[src/rtl/dmem_stream_reader_if.sv]
// Bundles the command, dmem and stream signals of dmem_stream_reader.
// master: the reader's view; slave: the environment (CPU side, arbiter, memory, sink).
interface dmem_stream_reader_if #(
  parameter int DATA_W = 32,
  parameter int ADDR_W = 16,
  parameter int LEN_W  = 16
);
  // Command / status
  logic              start;
  logic [ADDR_W-1:0] base;
  logic [LEN_W-1:0]  len;
  logic              abort;
  logic              busy;
  logic              done;

  // Shared data-memory port
  logic              dm_req;
  logic              dm_gnt;
  logic [ADDR_W-1:0] dm_a;
  logic [DATA_W-1:0] dm_rd;
  logic              dm_we;

  // Output word stream
  logic [DATA_W-1:0] out_data;
  logic              out_valid;
  logic              out_last;
  logic              out_ready;

  modport master (
    input  start, base, len, abort,
    output busy, done,
    output dm_req, dm_a, dm_we,
    input  dm_gnt, dm_rd,
    output out_data, out_valid, out_last,
    input  out_ready
  );

  modport slave (
    output start, base, len, abort,
    input  busy, done,
    input  dm_req, dm_a, dm_we,
    output dm_gnt, dm_rd,
    input  out_data, out_valid, out_last,
    output out_ready
  );
endinterface

[src/rtl/dmem_stream_reader.sv]
// Read-only dmem initiator: on start, walks len words from base and emits each
// word on a valid/ready stream. Shares the dmem port through dm_req/dm_gnt.
module dmem_stream_reader #(
  parameter int DATA_W = 32,
  parameter int ADDR_W = 16,
  parameter int LEN_W  = 16
) (
  input  logic                clk,
  input  logic                rst,
  dmem_stream_reader_if.master bus
);

  typedef enum logic [1:0] {
    IDLE  = 2'd0,
    RUN   = 2'd1,
    DRAIN = 2'd2
  } state_t;

  state_t            state_q, state_d;
  logic [ADDR_W-1:0] addr_q,  addr_d;
  logic [LEN_W-1:0]  rem_q,   rem_d;
  logic [DATA_W-1:0] data_q,  data_d;
  logic              valid_q, valid_d;
  logic              last_q,  last_d;
  logic              busy_q,  busy_d;
  logic              done_q,  done_d;

  logic consumed;    // held word leaves on this edge
  logic fetch;       // dmem word captured on this edge
  logic last_fetch;  // the word being fetched is the final one

  assign consumed   = valid_q & bus.out_ready;
  // The output slot must be empty or emptying, and the grant is only honoured
  // while we are actually requesting (RUN). Abort suppresses the fetch.
  assign fetch      = (state_q == RUN) & bus.dm_gnt & (~valid_q | bus.out_ready) & ~bus.abort;
  assign last_fetch = (rem_q == LEN_W'(1));

  // State register.
  always_ff @(posedge clk or posedge rst) begin
    if (rst) state_q <= IDLE;
    else     state_q <= state_d;
  end

  // Datapath and status registers.
  always_ff @(posedge clk or posedge rst) begin
    if (rst) begin
      addr_q  <= '0;
      rem_q   <= '0;
      data_q  <= '0;
      valid_q <= 1'b0;
      last_q  <= 1'b0;
      busy_q  <= 1'b0;
      done_q  <= 1'b0;
    end else begin
      // NOTE: non-blocking so every register samples the pre-edge values of the others.
      addr_q  <= addr_d;
      rem_q   <= rem_d;
      data_q  <= data_d;
      valid_q <= valid_d;
      last_q  <= last_d;
      busy_q  <= busy_d;
      done_q  <= done_d;
    end
  end

  // Next-state and next-register logic.
  always_comb begin
    // NOTE: every signal gets a default first so no path leaves one unassigned, which would infer a latch.
    state_d = state_q;
    addr_d  = addr_q;
    rem_d   = rem_q;
    data_d  = data_q;
    valid_d = valid_q;
    last_d  = last_q;
    busy_d  = busy_q;
    done_d  = 1'b0;

    if (bus.abort && (state_q != IDLE)) begin
      // Cancel: drop any pending word, no completion pulse.
      state_d = IDLE;
      valid_d = 1'b0;
      last_d  = 1'b0;
      busy_d  = 1'b0;
    end else begin
      unique case (state_q)
        IDLE: begin
          // Abort takes priority over a simultaneous start.
          if (bus.start && !bus.abort) begin
            addr_d = bus.base;
            rem_d  = bus.len;
            if (bus.len != '0) begin
              state_d = RUN;
              busy_d  = 1'b1;
            end else begin
              // Empty transfer completes immediately without streaming.
              done_d = 1'b1;
            end
          end
        end

        RUN: begin
          if (consumed) valid_d = 1'b0;
          if (fetch) begin
            data_d  = bus.dm_rd;
            valid_d = 1'b1;
            last_d  = last_fetch;
            addr_d  = addr_q + ADDR_W'(1);
            rem_d   = rem_q - LEN_W'(1);
            if (last_fetch) state_d = DRAIN;
          end
        end

        DRAIN: begin
          // Final word already fetched; wait for the sink to take it.
          if (consumed) begin
            valid_d = 1'b0;
            last_d  = 1'b0;
            done_d  = 1'b1;
            busy_d  = 1'b0;
            state_d = IDLE;
          end
        end

        default: begin
          state_d = IDLE;
        end
      endcase
    end
  end

  assign bus.busy      = busy_q;
  assign bus.done      = done_q;
  assign bus.dm_req    = (state_q == RUN);
  assign bus.dm_a      = addr_q;
  assign bus.dm_we     = 1'b0;
  assign bus.out_data  = data_q;
  assign bus.out_valid = valid_q;
  assign bus.out_last  = last_q;

endmodule
[src/flat_wrapper.sv]
// flat-port wrapper written by rule: the top's interface ports become plain ports
module dmem_stream_reader_flat 
#(
  parameter int DATA_W = 32,
  parameter int ADDR_W = 16,
  parameter int LEN_W  = 16
)
  (clk, rst, bus_start, bus_base, bus_len, bus_abort, bus_busy, bus_done, bus_dm_req, bus_dm_a, bus_dm_we, bus_dm_gnt, bus_dm_rd, bus_out_data, bus_out_valid, bus_out_last, bus_out_ready);
  dmem_stream_reader_if #(.DATA_W(DATA_W), .ADDR_W(ADDR_W), .LEN_W(LEN_W)) bus_i ();
  input  logic clk;
  input  logic rst;
  input wire logic [$bits(bus_i.start)-1:0] bus_start;
  input wire logic [$bits(bus_i.base)-1:0] bus_base;
  input wire logic [$bits(bus_i.len)-1:0] bus_len;
  input wire logic [$bits(bus_i.abort)-1:0] bus_abort;
  output wire logic [$bits(bus_i.busy)-1:0] bus_busy;
  output wire logic [$bits(bus_i.done)-1:0] bus_done;
  output wire logic [$bits(bus_i.dm_req)-1:0] bus_dm_req;
  output wire logic [$bits(bus_i.dm_a)-1:0] bus_dm_a;
  output wire logic [$bits(bus_i.dm_we)-1:0] bus_dm_we;
  input wire logic [$bits(bus_i.dm_gnt)-1:0] bus_dm_gnt;
  input wire logic [$bits(bus_i.dm_rd)-1:0] bus_dm_rd;
  output wire logic [$bits(bus_i.out_data)-1:0] bus_out_data;
  output wire logic [$bits(bus_i.out_valid)-1:0] bus_out_valid;
  output wire logic [$bits(bus_i.out_last)-1:0] bus_out_last;
  input wire logic [$bits(bus_i.out_ready)-1:0] bus_out_ready;
  assign bus_i.start = bus_start;
  assign bus_i.base = bus_base;
  assign bus_i.len = bus_len;
  assign bus_i.abort = bus_abort;
  assign bus_busy = bus_i.busy;
  assign bus_done = bus_i.done;
  assign bus_dm_req = bus_i.dm_req;
  assign bus_dm_a = bus_i.dm_a;
  assign bus_dm_we = bus_i.dm_we;
  assign bus_i.dm_gnt = bus_dm_gnt;
  assign bus_i.dm_rd = bus_dm_rd;
  assign bus_out_data = bus_i.out_data;
  assign bus_out_valid = bus_i.out_valid;
  assign bus_out_last = bus_i.out_last;
  assign bus_i.out_ready = bus_out_ready;
  dmem_stream_reader #(.DATA_W(DATA_W), .ADDR_W(ADDR_W), .LEN_W(LEN_W)) u_core (.clk(clk), .rst(rst), .bus(bus_i));
endmodule
[config.mk]
export PLATFORM = sky130hd
export DESIGN_NAME = dmem_stream_reader_flat
export DESIGN_NICKNAME = d
export VERILOG_FILES = /design/src/rtl/dmem_stream_reader_if.sv /design/src/rtl/dmem_stream_reader.sv /design/src/flat_wrapper.sv
export SDC_FILE = /design/constraint.sdc
export NUM_CORES = 1
export LEC_CHECK = 0
export CAP_MARGIN = 25
export CORE_MARGIN = 10
export CORE_UTILIZATION = 30
export DETAILED_ROUTE_END_ITERATION = 10
export PLACE_DENSITY = 0.61
export SETUP_SLACK_MARGIN = 0.02
export SKIP_LAST_GASP = 1
export SYNTH_ARGS = -nofsm -noshare
export SYNTH_HDL_FRONTEND = slang
export SYNTH_SLANG_ARGS = --single-unit
[constraint.sdc]
create_clock -name clk -period 8.65 [get_ports clk]
set_clock_uncertainty 0.2 [all_clocks]
set_input_delay 1.2975 -clock clk [delete_from_list [all_inputs] [get_ports clk]]
set_output_delay 1.2975 -clock clk [all_outputs]
set_load 0.02 [all_outputs]
==> results of run 1 <==
-- cell usage in the layout (no fill, tap or decap), types with 9 or more instances in the layout --
cell / synthesis / layout
nand4_1: 10 / 10
o21ai_1: 10 / 10
mux2i_1: 14 / 14
o22ai_1: 18 / 18
clkdlybuf4s50_1: 0 / 122
nand2_1: 131 / 131
nor2_1: 20 / 20
nand3_1: 11 / 11
clkbuf_16: 0 / 9
inv_1: 13 / 12
o21ai_0: 11 / 11
dfrtp_1: 70 / 70
a21oi_1: 38 / 38
-- through the flow --
step	utilization	cells	hold slack, ns	total power, mW	setup slack, ns
6_report	0.445	709	0.270	1.98	4.88
5_1_grt	0.445	709	0.284	2.12	4.76
4_1_cts	0.444	708	0.276	1.99	4.86
3_5_place_dp	0.419	692	0.261	1.61	4.83
3_3_place_gp	0.419	692	0.257	1.59	4.96
2_1_floorplan	-	443	0.275	1.19	5.38
-- final cells by class --
| class | count | area [um2] |
|---|---|---|
| clock buffer | 10 | 239 |
| clock inverter | 6 | 61.3 |
| fill | 1199 | 6670 |
| inverter | 14 | 52.6 |
| multi-input combinational | 333 | 1780 |
| sequential | 70 | 1750 |
| tap | 147 | 184 |
| timing repair buffer | 129 | 1270 |
-- state kept, by name, indices dropped and copies added (netlist names) --
signal / cells
u_core.rem_q: 16
u_core.bus.out_valid: 1
u_core.bus.busy: 1
u_core.bus.out_last: 1
u_core.bus.dm_a: 16
u_core.bus.done: 1
u_core.state_q: 2
u_core.bus.out_data: 32
-- cells by family (layout without fill, tap and decap cells) --
group	after synthesis	in the layout	synth area share
buffers and inverters	40	159	0.0437
adder cells (fa/ha/maj)	6	6	0.0203
flip-flops	70	70	0.475
AO/OA/AOI/OAI	107	107	0.177
multiplexers	15	15	0.0410
AND/OR/NAND/NOR	204	204	0.242
other	1	1	0.00102
-- power groups by stage --
| stage | registers (mW) | clock network (mW) | logic (mW) |
|---|---|---|---|
| floorplan | 0.737 | 0 | 0.454 |
| global placement | 0.620 | 0 | 0.970 |
| global route | 0.647 | 0.395 | 1.08 |
| CTS | 0.623 | 0.384 | 0.988 |
| finish | 0.623 | 0.373 | 0.984 |
| detailed placement | 0.627 | 0 | 0.983 |
-- worst max-delay path by stage --
stage                     slack (ns)  depth (start not counted)                  end         startpoint
after global placement          4.96                          6    u_core.state_q[0]          bus_abort
final                           4.88                          4           bus_dm_req  u_core.state_q[1]
after global routing            4.76                          4           bus_dm_req  u_core.state_q[1]
after detailed placement        4.83                          7  u_core.bus.dm_a[15]          bus_abort
after floorplan                 5.38                          1      u_core.bus.busy                rst
after CTS                       4.86                          4           bus_dm_req  u_core.state_q[1]
-- metal layers --
metal	share of wire	vias up
met5	0	-
met4	0.019	0
met3	0.097	20
met2	0.46	136
met1	0.43	1728
li1	-	1773
-- worst max-delay path, cell delays in order, from the launching register on --
cell	delay, ns
dfrtp_1	0.41
inv_1	0.09
ha_2	0.16
buf_4	0.50
clkdlybuf4s50_1	0.77
==> results.toml, run 1 <==
[logic_synthesis]
yosysWarnings = 0
avgSynthCellArea_um2 = 8.33
synth_commonest_cells = "131 x nand2_1, 70 x dfrtp_1, 38 x a21oi_1"
synth_nets = 519
yosys.cell_types.count = 44
synth.area.top_cells = "dfrtp_1 47%, nand2_1 13%, a21oi_1 5.2%, mux2i_1 3.8%, o22ai_1 3.1%"
synthesis.area_um2 = 3690
ys_async_sr_fraction = 1.00
yosysTopAreaCell = "dfrtp_1"
synth_most_common_cell = "nand2_1"
yosysSeqAreaShare = 0.475
synth_edf_count = 0
synth_top_area_share = 0.475
synth_top_flop_cell = "dfrtp_1"
syn_inst = 443
synth-seq-cells = 70

[critical_path]
r2r_cells = 10
rr_endpoint = "u_core.bus.dm_a[12]"
path_class = "reg2out"
arrival_ns = 2.27
endpoint_kind = "output port"
r2r_start = "u_core.state_q[1]"
cp-start-kind = "flip-flop"
reg2reg_slack_ns = 5.56
path_max_fanout = 64
critPathRequiredTime_ns = 7.15

[pwr]
power.share.switching = 0.424
p_per_area_nw_per_um2 = 370
ir_worst_vdd_v = 0.000124
leakagePower_nw = 2.26
p_int_mw = 1.14
p_comb_frac = 0.497
pwr-share-clk = 0.188
power_switching_mw = 0.838
seqPwrFrac = 0.315

[final_layout]
postLayoutCellArea_um2 = 5340
area_delta_synth_final_pct = 44.7
diodes = 0
final_nets = 633
final_layout_size_suffix_gt1_frac = 0.0534

[hold_path]
min-delay-start = "u_core.bus.out_data[20]"
whs_endpoint = "u_core.bus.out_data[20]"
hp-class = "reg2reg"
min_path_cells = 2

[timing]
setup_viol = 0
slew_headroom = 0.392
fmax_mhz = 265
hold_viol = 0
rsz0062_at_grt = "false"
finalCritPeriodShare = 0.436
setup_tns_ns = 0
period_needed_ns = 3.77
maxSlewViolCount = 0
tightest_slew_ns = 0.911

[global_route]
grt_use_met2 = 0.216
grt_max_degree = 71
antenna_found_initial = 0
grt_pass1_vias = 3528
grt-ovfl-total = 0
grt_use_met1 = 0.170
grt_usage = 0.139
top_usage_layer = "met2"
grt_pass1_wl_um = 18700
grtUsageMet3 = 0.0479

[die]
dieArea_um2 = 17100
start_util = 0.307
coreArea_um2 = 12000
die_height_um = 131
io_pins = 124
die_w_um = 131
num_rows = 40

[detailed_routing]
wire_per_inst_um = 17.2
avgViaCountPerCell = 5.16
num_vias = 3657
ant_nets = 0
drc_errors = 0
first_pass_iters = 4
wl_um = 12200
drt_first_iter_violations = 271

[place]
gp_congestion = 0.819
place_area_um2 = 5030
dp_hpwl_um = 8870
port_buffers = 122

[clock_tree]
numClockSinks = 70
clockBufferDepth = 2
cts_htree_levels = 3
postCtsHoldBufs = 0
cts_tree = "yes"
cts-root-buf = "clkbuf_16"
path_clk_slew_ns = 0.06
postCtsSetupBuffers = 0
post_cts_resized = 0
clk_latency_ns = 0.33
cts_buffers = 9

[run]
maxCapViolCount = 0

[outcome]
status = "complete, no violations"
Power figures use the tool's default switching activity.
==> run 2: changes to the inputs <==
Settings changed: PLACE_DENSITY 0.61 to 0.63.
Clock period 8.65 ns to 3.4 ns, I/O delays scaled along.
==> run 2 against run 1 <==
Against the previous run: routed wire length shrank 2.0%; cell area grew 0.77%; via count is 0.93% lower; combinational power grew to 2.5 times the previous value.
==> results.toml, run 2 (synthesis results as in run 1) <==
[timing]
setup_ws_ns = 0.658
fmax_mhz = 365
hold_viol = 0
rsz0062_at_grt = "false"
tightest_slew_ns = 1.06
period_needed_ns = 2.74
finalCritPeriodShare = 0.806
setup_tns_ns = 0
slew_headroom = 0.289
maxSlewViolCount = 0
setup_viol = 0

[critical_path]
crit_start = "u_core.rem_q[9]"
critPathRequiredTime_ns = 3.41
path_cells = "or4_4 -> or4_4 -> or4_4 -> a21oi_2 -> mux2_1"
timing.critical_path.to = "u_core.state_q[0]"
arrival_ns = 2.75
path_class = "reg2reg"
critPathMostFrequentCell = "or4_4"
critPathSlowestCell = "or4_4"
cp-start-kind = "flip-flop"
r2r_cells = 5
r2r_start = "u_core.rem_q[9]"
rr_endpoint = "u_core.state_q[0]"
critPathMaxStageDelay_ns = 0.56
path_max_fanout = 7
reg2reg_slack_ns = 0.66
endpoint_kind = "flip-flop"

[detailed_routing]
wl_um = 12000
drt_first_iter_violations = 316
wire_per_inst_um = 16.8
avgViaCountPerCell = 5.09
num_vias = 3623
ant_nets = 0
first_pass_iters = 4
drc_errors = 0

[clock_tree]
numClockSinks = 70
cts_buffers = 9
postCtsSetupBuffers = 0
cts_htree_levels = 3
clk_latency_ns = 0.33
post_cts_resized = 0
postCtsHoldBufs = 0
cts-root-buf = "clkbuf_16"
path_clk_slew_ns = 0.06
clockBufferDepth = 2
cts_tree = "yes"

[pwr]
p_per_area_nw_per_um2 = 949
leakagePower_nw = 2.28
power_switching_mw = 2.12
seqPwrFrac = 0.311
p_int_mw = 2.98
pwr-share-clk = 0.200
p_comb_frac = 0.489
ir_worst_vdd_v = 0.000366
power.share.switching = 0.416

[global_route]
grt_pass1_wl_um = 19300
grt_pass1_vias = 3728
grt-ovfl-total = 0
grt_max_degree = 62
antenna_found_initial = 1
grt_usage = 0.142

[place]
port_buffers = 122
pre_cts_slack_ns = 0.477
dp_hpwl_um = 8980
place_inst = 695
gp_congestion = 0.809

[hold_path]
hp-class = "reg2reg"

[final_layout]
area_delta_synth_final_pct = 45.9
final_layout_size_suffix_gt1_frac = 0.0567
final_common_cell = "nand2_1"
final_nets = 635
instances_no_fill = 712
largest_reg_flops = 32
mostFrequentLayoutCells = "131 x nand2_1, 122 x clkdlybuf4s50_1, 70 x dfrtp_1"
fill_cells = 1190

[die]
io_pins = 124
num_rows = 40
dieArea_um2 = 17100
start_util = 0.307
coreArea_um2 = 12000
die_height_um = 131
die_w_um = 131

[outcome]
status = "complete, no violations"

[run]
maxCapViolCount = 0
## run 2: cell count changes in the layout (fill, tap and decap cells not counted)
cell and change:
buf_4 +2, clkinv_4 -1, clkinvlp_4 +1, clkinv_2 -1, diode_2 +1, bufinv_16 +1
## run 2: power by group through the flow
stage | Clock, mW | Sequential [mW] | Combinational (mW)
after global placement | 0 | 1.57 | 2.49
after global routing | 1.09 | 1.65 | 2.78
after CTS | 1.04 | 1.58 | 2.53
final | 1.02 | 1.59 | 2.50
after floorplan | 0 | 1.88 | 1.16
after detailed placement | 0 | 1.59 | 2.52
## run 2: worst min-delay path by stage
| stage | cells past startpoint | slack [ns] | endpoint | startpoint |
|---|---|---|---|---|
| 2_1_floorplan | 1 | 0.27 | u_core.rem_q[12] | u_core.rem_q[12] |
| 3_3_place_gp | 2 | 0.26 | u_core.bus.out_data[28] | u_core.bus.out_data[28] |
| 3_5_place_dp | 2 | 0.26 | u_core.bus.out_data[26] | u_core.bus.out_data[26] |
| 4_1_cts | 2 | 0.28 | u_core.bus.out_data[1] | u_core.bus.out_data[1] |
| 5_1_grt | 2 | 0.30 | u_core.bus.out_data[19] | u_core.bus.out_data[19] |
| 6_report | 2 | 0.27 | u_core.bus.out_data[26] | u_core.bus.out_data[26] |
## run 2: metal layers
layer	vias up	part of all wire	GRT usage
li1	1784	-	-
met1	1709	0.43	0.170
met2	117	0.46	0.227
met3	13	0.094	0.0483
met4	0	0.015	0.0634
met5	-	0	0
## run 2: critical path, delay by kind of cell, from the launching register on
family / cells / cell delay (ns)
AND/OR/NAND/NOR: 3 / 1.54
flip-flops: 1 / 0.41
multiplexers: 1 / 0.32
AO/OA/AOI/OAI: 1 / 0.15
## run 2: stage by stage
stage / util / power (mW) / cell area, um2 / hold WS (ns)
4_1_cts: 0.448 / 5.15 / 5380 / 0.275
3_5_place_dp: 0.421 / 4.12 / 5060 / 0.261
6_report: 0.448 / 5.11 / 5380 / 0.271
5_1_grt: 0.448 / 5.51 / 5380 / 0.301
2_1_floorplan: - / 3.03 / 3690 / 0.275
3_3_place_gp: 0.421 / 4.06 / 5060 / 0.256
## run 2: cell type report
class	instances	area (um2)	area share
Tap cell	147	184	0.0342
Timing Repair Buffer	131	1290	0.239
Clock inverter	6	85.1	0.0158
Antenna cell	1	2.50	0.000465
Sequential cell	70	1750	0.325
Clock buffer	10	239	0.0444
Inverter	14	52.6	0.00976
Multi-Input combinational cell	333	1780	0.331
==> variant 1, RTL diff (settings of run 2) <==
`data_q` no longer has a reset.
--- a/src/rtl/dmem_stream_reader.sv
+++ b/src/rtl/dmem_stream_reader.sv
@@ -46,7 +46,6 @@
     if (rst) begin
       addr_q  <= '0;
       rem_q   <= '0;
-      data_q  <= '0;
       valid_q <= 1'b0;
       last_q  <= 1'b0;
       busy_q  <= 1'b0;
@@ -55,12 +54,15 @@
       // NOTE: non-blocking so every register samples the pre-edge values of the others.
       addr_q  <= addr_d;
       rem_q   <= rem_d;
-      data_q  <= data_d;
       valid_q <= valid_d;
       last_q  <= last_d;
       busy_q  <= busy_d;
       done_q  <= done_d;
     end
+  end
+
+  always_ff @(posedge clk) begin
+    data_q <= data_d;
   end
 
   // Next-state and next-register logic.
Formal check against the unedited RTL: differs if rst is asserted again (counterexample within 4 cycles, from zero or initial values and one cycle with rst high); with rst held inactive, the same outputs for 10 cycles.
==> variant 1 against run 2 <==
- routed wire length decreased by 12%
- worst hold slack improved by 0.058 ns
- setup slack better by 0.21 ns
- sequential power shrank 12%
- sequential cell count is the same
- power down 25%
- area after synthesis shrank 8.7%
- final area fell by 6.6%
- critical endpoint unchanged
==> variant 1: results (changes against run 2) <==
Placement
  • Post-DP Area: 0.00475 sq mm (was 0.00506 sq mm)
  • Setup Slack @ Placement: 0.711 ns (was 0.477 ns)
  • Dpl cells: 574 (was 695)

Yosys
  • Sequential area share after synthesis: 0.568 (was 0.475)
  • Synth area leaders: edfxtp_1 29%, dfrtp_1 28%, a21oi_1 3.9% (was dfrtp_1 47%, nand2_1 13%, a21oi_1 5.2%)
  • Post-Syn Instances: 322 (was 443)
  • Syn_nets: 398 (was 519)
  • Async S/R FF share, synth: 0.543 (was 1.00)
  • Post-synth EDFFs: 32 (was 0)

Final layout
  • Non-clock buffers: 129 (was 131)
  • Share of cells above drive strength 1: 0.0689 (was 0.0567)
  • Non-Clock Inverter Count: 12 (was 14)
  • Nets@finish: 521 (was 635)
  • Clock-cell share: 0.0548 (was 0.0602)
  • Multi-input gates: 223 (was 333)
  • Filler cells: 1019 (was 1190)
  • Seq_cells: 70 (unchanged)

Detailed routing
  • Initial drt markers: 204 (was 316)
  • WL final: 10500 um (was 12000 um)
  • Routed WL per cell: 17.8 um (was 16.8 um)

Outcome
  • Status: finished clean (unchanged)

Pwr
  • Worst VDD drop: 287 uV (was 366 uV)
  • Leakage: 1.85 nW (was 2.28 nW)

STA
  • Hold WS: 0.329 ns (was 0.271 ns)
  • Worst-margin pin slew: 0.716 ns (was 1.06 ns)

Global routing
  • First-pass GRT wire length: 16600 um (was 19300 um)
  • Met3 usage: 0.0357 (was 0.0483)
  • Gr usage total: 0.128 (was 0.142)

Setup path
  • Reg2Reg Launch Point: u_core.rem_q[5] (was u_core.rem_q[9])
  • Worst Path Max Fanout: 6 (was 7)
  • Crit path largest cell delay: 0.59 ns (was 0.56 ns)

Worst hold path
  • Hold Startpoint: u_core.state_q[0] (was u_core.bus.out_data[26])

Floorplan
  • Die Area: 0.0159 sq mm (was 0.0171 sq mm)
[variant 1: worst max path at each step]
stage | startpoint | end | slack [ns]
after global placement | bus_abort | u_core.state_q[0] | 0.78
final | u_core.rem_q[5] | u_core.state_q[0] | 0.87
after global routing | u_core.rem_q[5] | u_core.state_q[0] | 0.69
after detailed placement | bus_out_ready | u_core.rem_q[12] | 0.71
after floorplan | u_core.state_q[1] | u_core.rem_q[11] | 0.96
after CTS | u_core.rem_q[5] | u_core.state_q[0] | 0.86
[variant 1: per-layer routing]
metal	routed length (um)	share of wire
met5	0	0
met2	4600	0.44
met3	795	0.076
met1	4920	0.47
met4	163	0.016
[variant 1: cell families after synthesis]
family | synth area share
simple gates | 0.162
other cells | 0.00111
buf+inv | 0.0334
fa+ha+maj | 0.0223
compound gates | 0.186
flops | 0.568
mux | 0.0271
[variant 1: where the power goes]
part,internal (mW),switching [mW],leakage [nW]
Clock,0.494,0.366,0.128
Sequential,1.14,0.261,0.759
Combinational,0.717,0.869,0.965
Total,2.35,1.50,1.85
==> variant 2, RTL diff (flow settings as in run 2) <==
Made on the original files. `DATA_W` is set to 32 in 3 places; all go to 64.
--- a/src/rtl/dmem_stream_reader_if.sv
+++ b/src/rtl/dmem_stream_reader_if.sv
@@ -1,7 +1,7 @@
 // Bundles the command, dmem and stream signals of dmem_stream_reader.
 // master: the reader's view; slave: the environment (CPU side, arbiter, memory, sink).
 interface dmem_stream_reader_if #(
-  parameter int DATA_W = 32,
+  parameter int DATA_W = 64,
   parameter int ADDR_W = 16,
   parameter int LEN_W  = 16
 );
--- a/src/rtl/dmem_stream_reader.sv
+++ b/src/rtl/dmem_stream_reader.sv
@@ -1,7 +1,7 @@
 // Read-only dmem initiator: on start, walks len words from base and emits each
 // word on a valid/ready stream. Shares the dmem port through dm_req/dm_gnt.
 module dmem_stream_reader #(
-  parameter int DATA_W = 32,
+  parameter int DATA_W = 64,
   parameter int ADDR_W = 16,
   parameter int LEN_W  = 16
 ) (
--- a/src/flat_wrapper.sv
+++ b/src/flat_wrapper.sv
@@ -1,7 +1,7 @@
 // flat-port wrapper written by rule: the top's interface ports become plain ports
 module dmem_stream_reader_flat 
 #(
-  parameter int DATA_W = 32,
+  parameter int DATA_W = 64,
   parameter int ADDR_W = 16,
   parameter int LEN_W  = 16
 )
Interface: changed (resized bus_dm_rd and bus_out_data); port bits go from 124 to 188. The function was not compared with the original's and may differ.
==> variant 2 against run 2 <==
- final area increased by 37%
- combinational power increased by 31%
- power increased by 30%
- sequential power increased by 43%
- sequential cell count increased by 32
- routed wire length increased by 25%
- area after synthesis increased by 34%
- sequential share of layout area increased by 2.1 points
- setup slack improved by 0.22 ns
- critical path depth decreased by 2
- fmax increased by 8.6%
- count of clock-buffer cells in the layout decreased by 1
- largest power group unchanged
==> variant 2: results (changes against run 2) <==
Outcome
  • Status: finished clean (unchanged)

Final layout
  • Share of cells above drive strength 1: 0.166 (was 0.0567)
  • Diode count: 0 (was 1)
  • Non-filler cells, final: 832 (was 712)
  • Largest register FFs: 64 (was 32)
  • Filler cells: 1445 (was 1190)
  • Nets@finish: 719 (was 635)

Global routing
  • Initial antenna violation count: 0 (was 1)
  • First-pass GRT wire length: 23700 um (was 19300 um)
  • Vias in the first global route: 4420 (was 3728)
  • Gr usage total: 0.132 (was 0.142)
  • Largest net degree at the start of global routing: 66 (was 62)

Clock network
  • Clock buffer depth: 2 (unchanged)
  • Clock Latency Late Sink: 0.35 ns (was 0.33 ns)
  • Cts hold-fix bufs: 0 (unchanged)
  • Post-CTS sizing: 0 (unchanged)
  • Reg clk slew, reported paths: 0.07 ns
  • Clock Root Buffer: clkbuf_16 (unchanged)
  • TritonCTS Buffers: 9 (unchanged)
  • CTS H-tree depth: 3 (unchanged)
  • Post-CTS Setup Bufs: 0 (unchanged)

Yosys
  • Netlist cell types: 61 (was 44)
  • Post-synth top cells: 102 x dfrtp_1, 64 x mux2_2, 32 x nand3_1 (was 131 x nand2_1, 70 x dfrtp_1, 38 x a21oi_1)
  • Area leader, netlist: dfrtp_1 (unchanged)
  • Warnings, synthesis: 0 (unchanged)
  • Sequential area share after synthesis: 0.515 (was 0.475)
  • Post-Syn Instances: 431 (was 443)
  • Syn_nets: 539 (was 519)
  • Async S/R FF share, synth: 1.00 (unchanged)
  • Synth area leaders: dfrtp_1 51%, mux2_2 15%, nand3_1 3.2% (was dfrtp_1 47%, nand2_1 13%, a21oi_1 5.2%)

Placement
  • Port Buffers: 186 (was 122)
  • Setup Slack @ Placement: 0.764 ns (was 0.477 ns)
  • Final GP Congestion: 0.902 (was 0.809)
  • Hpwl dp: 11200 um (was 8980 um)
  • Post-DP Area: 0.00705 sq mm (was 0.00506 sq mm)
  • Dpl cells: 816 (was 695)

Detailed routing
  • Vias/cell: 5.05 (was 5.09)
  • Initial drt markers: 200 (was 316)
  • Drt pass-1 iters: 4 (unchanged)
  • Routed WL per cell: 17.9 um (was 16.8 um)

Pwr
  • Worst VDD drop: 371 uV (was 366 uV)
  • Leakage: 2.96 nW (was 2.28 nW)

Setup path
  • Worst Path Max Fanout: 10 (was 7)
  • CP startpoint: u_core.state_q[1] (was u_core.rem_q[9])
  • Reg2Reg Launch Point: u_core.state_q[1] (was u_core.rem_q[9])
  • Critical path arrival: 1.82 ns (was 2.75 ns)

Worst hold path
  • Hold Startpoint: u_core.bus.out_data[36] (was u_core.bus.out_data[26])
  • Hold Path Class: reg2reg (unchanged)

STA
  • Hold Vio Cnt, Final: 0 (unchanged)
  • Worst-margin pin slew: 0.692 ns (was 1.06 ns)
  • Setup TNS: 0 ns (unchanged)
  • Post-route clock period utilization: 0.743 (was 0.806)
==> variant 2: cell count changes after synthesis, sizes merged, moves of 7 or more <==
cell           run 2  this run
nand2            131        32
mux2               1        64
dfrtp             70       102
a21oi             39        13
nand3             11        32
clkbuf            21         4
buf                5        20
o22ai             18         3
nor2              20        11
a22oi              1         8
mux2i             14         7
or4b               0         7
==> variant 2: final timing paths <==
path / to / cells past startpoint / slack [ns]
max in group asynchronous: u_core.bus.out_data[13] / 3 / 1.87
min reg2reg: u_core.bus.out_data[36] / 1 / 0.31
max reg2reg: u_core.bus.dm_a[10] / 6 / 0.95
min: u_core.bus.out_data[36] / 1 / 0.31
min in group asynchronous: u_core.bus.done / 2 / 0.42
max: bus_dm_req / 3 / 0.87
==> variant 2: final cells by class <==
cell class / count / area share
clock buffer: 9 / 0.0306
inverter: 13 / 0.00713
timing repair buffer: 193 / 0.263
clock inverter: 7 / 0.0122
tap: 216 / 0.0367
sequential: 102 / 0.347
multi-input combinational: 292 / 0.304
==> variant 2: routing by layer <==
layer | part of all wire | up-vias | global-route usage
met3 | 0.083 | 23 | 0.0449
met5 | 0 | - | 0
li1 | - | 1965 | -
met4 | 0.021 | 0 | 0.0520
met2 | 0.48 | 170 | 0.219
met1 | 0.42 | 2044 | 0.152
==> variant 2: logic make-up after synthesis <==
logic type	Yosys count	share of synthesized area
other	1	0.000756
AO/OA/AOI/OAI	80	0.115
buffers and inverters	37	0.0351
flip-flops	102	0.515
multiplexers	71	0.159
AND/OR/NAND/NOR	134	0.160
adder cells (fa/ha/maj)	6	0.0151
==> variant 2: report_power, final <==
part	switching, mW	internal [mW]
logic	1.61	1.65
registers	0.473	1.80
clock network	0.494	0.591
==> variant 2: metrics by stage <==
step,util,hold WS (ns)
6_report,0.459,0.306
3_5_place_dp,0.439,0.291
5_1_grt,0.459,0.322
4_1_cts,0.459,0.308
2_1_floorplan,-,0.270
3_3_place_gp,0.439,0.286
==> variant 2: worst max-delay path, stage by stage, from the launching register on <==
cell             delay (ns)
dfrtp_1                0.38
inv_1                  0.11
ha_2                   0.31
clkdlybuf4s50_1        0.67
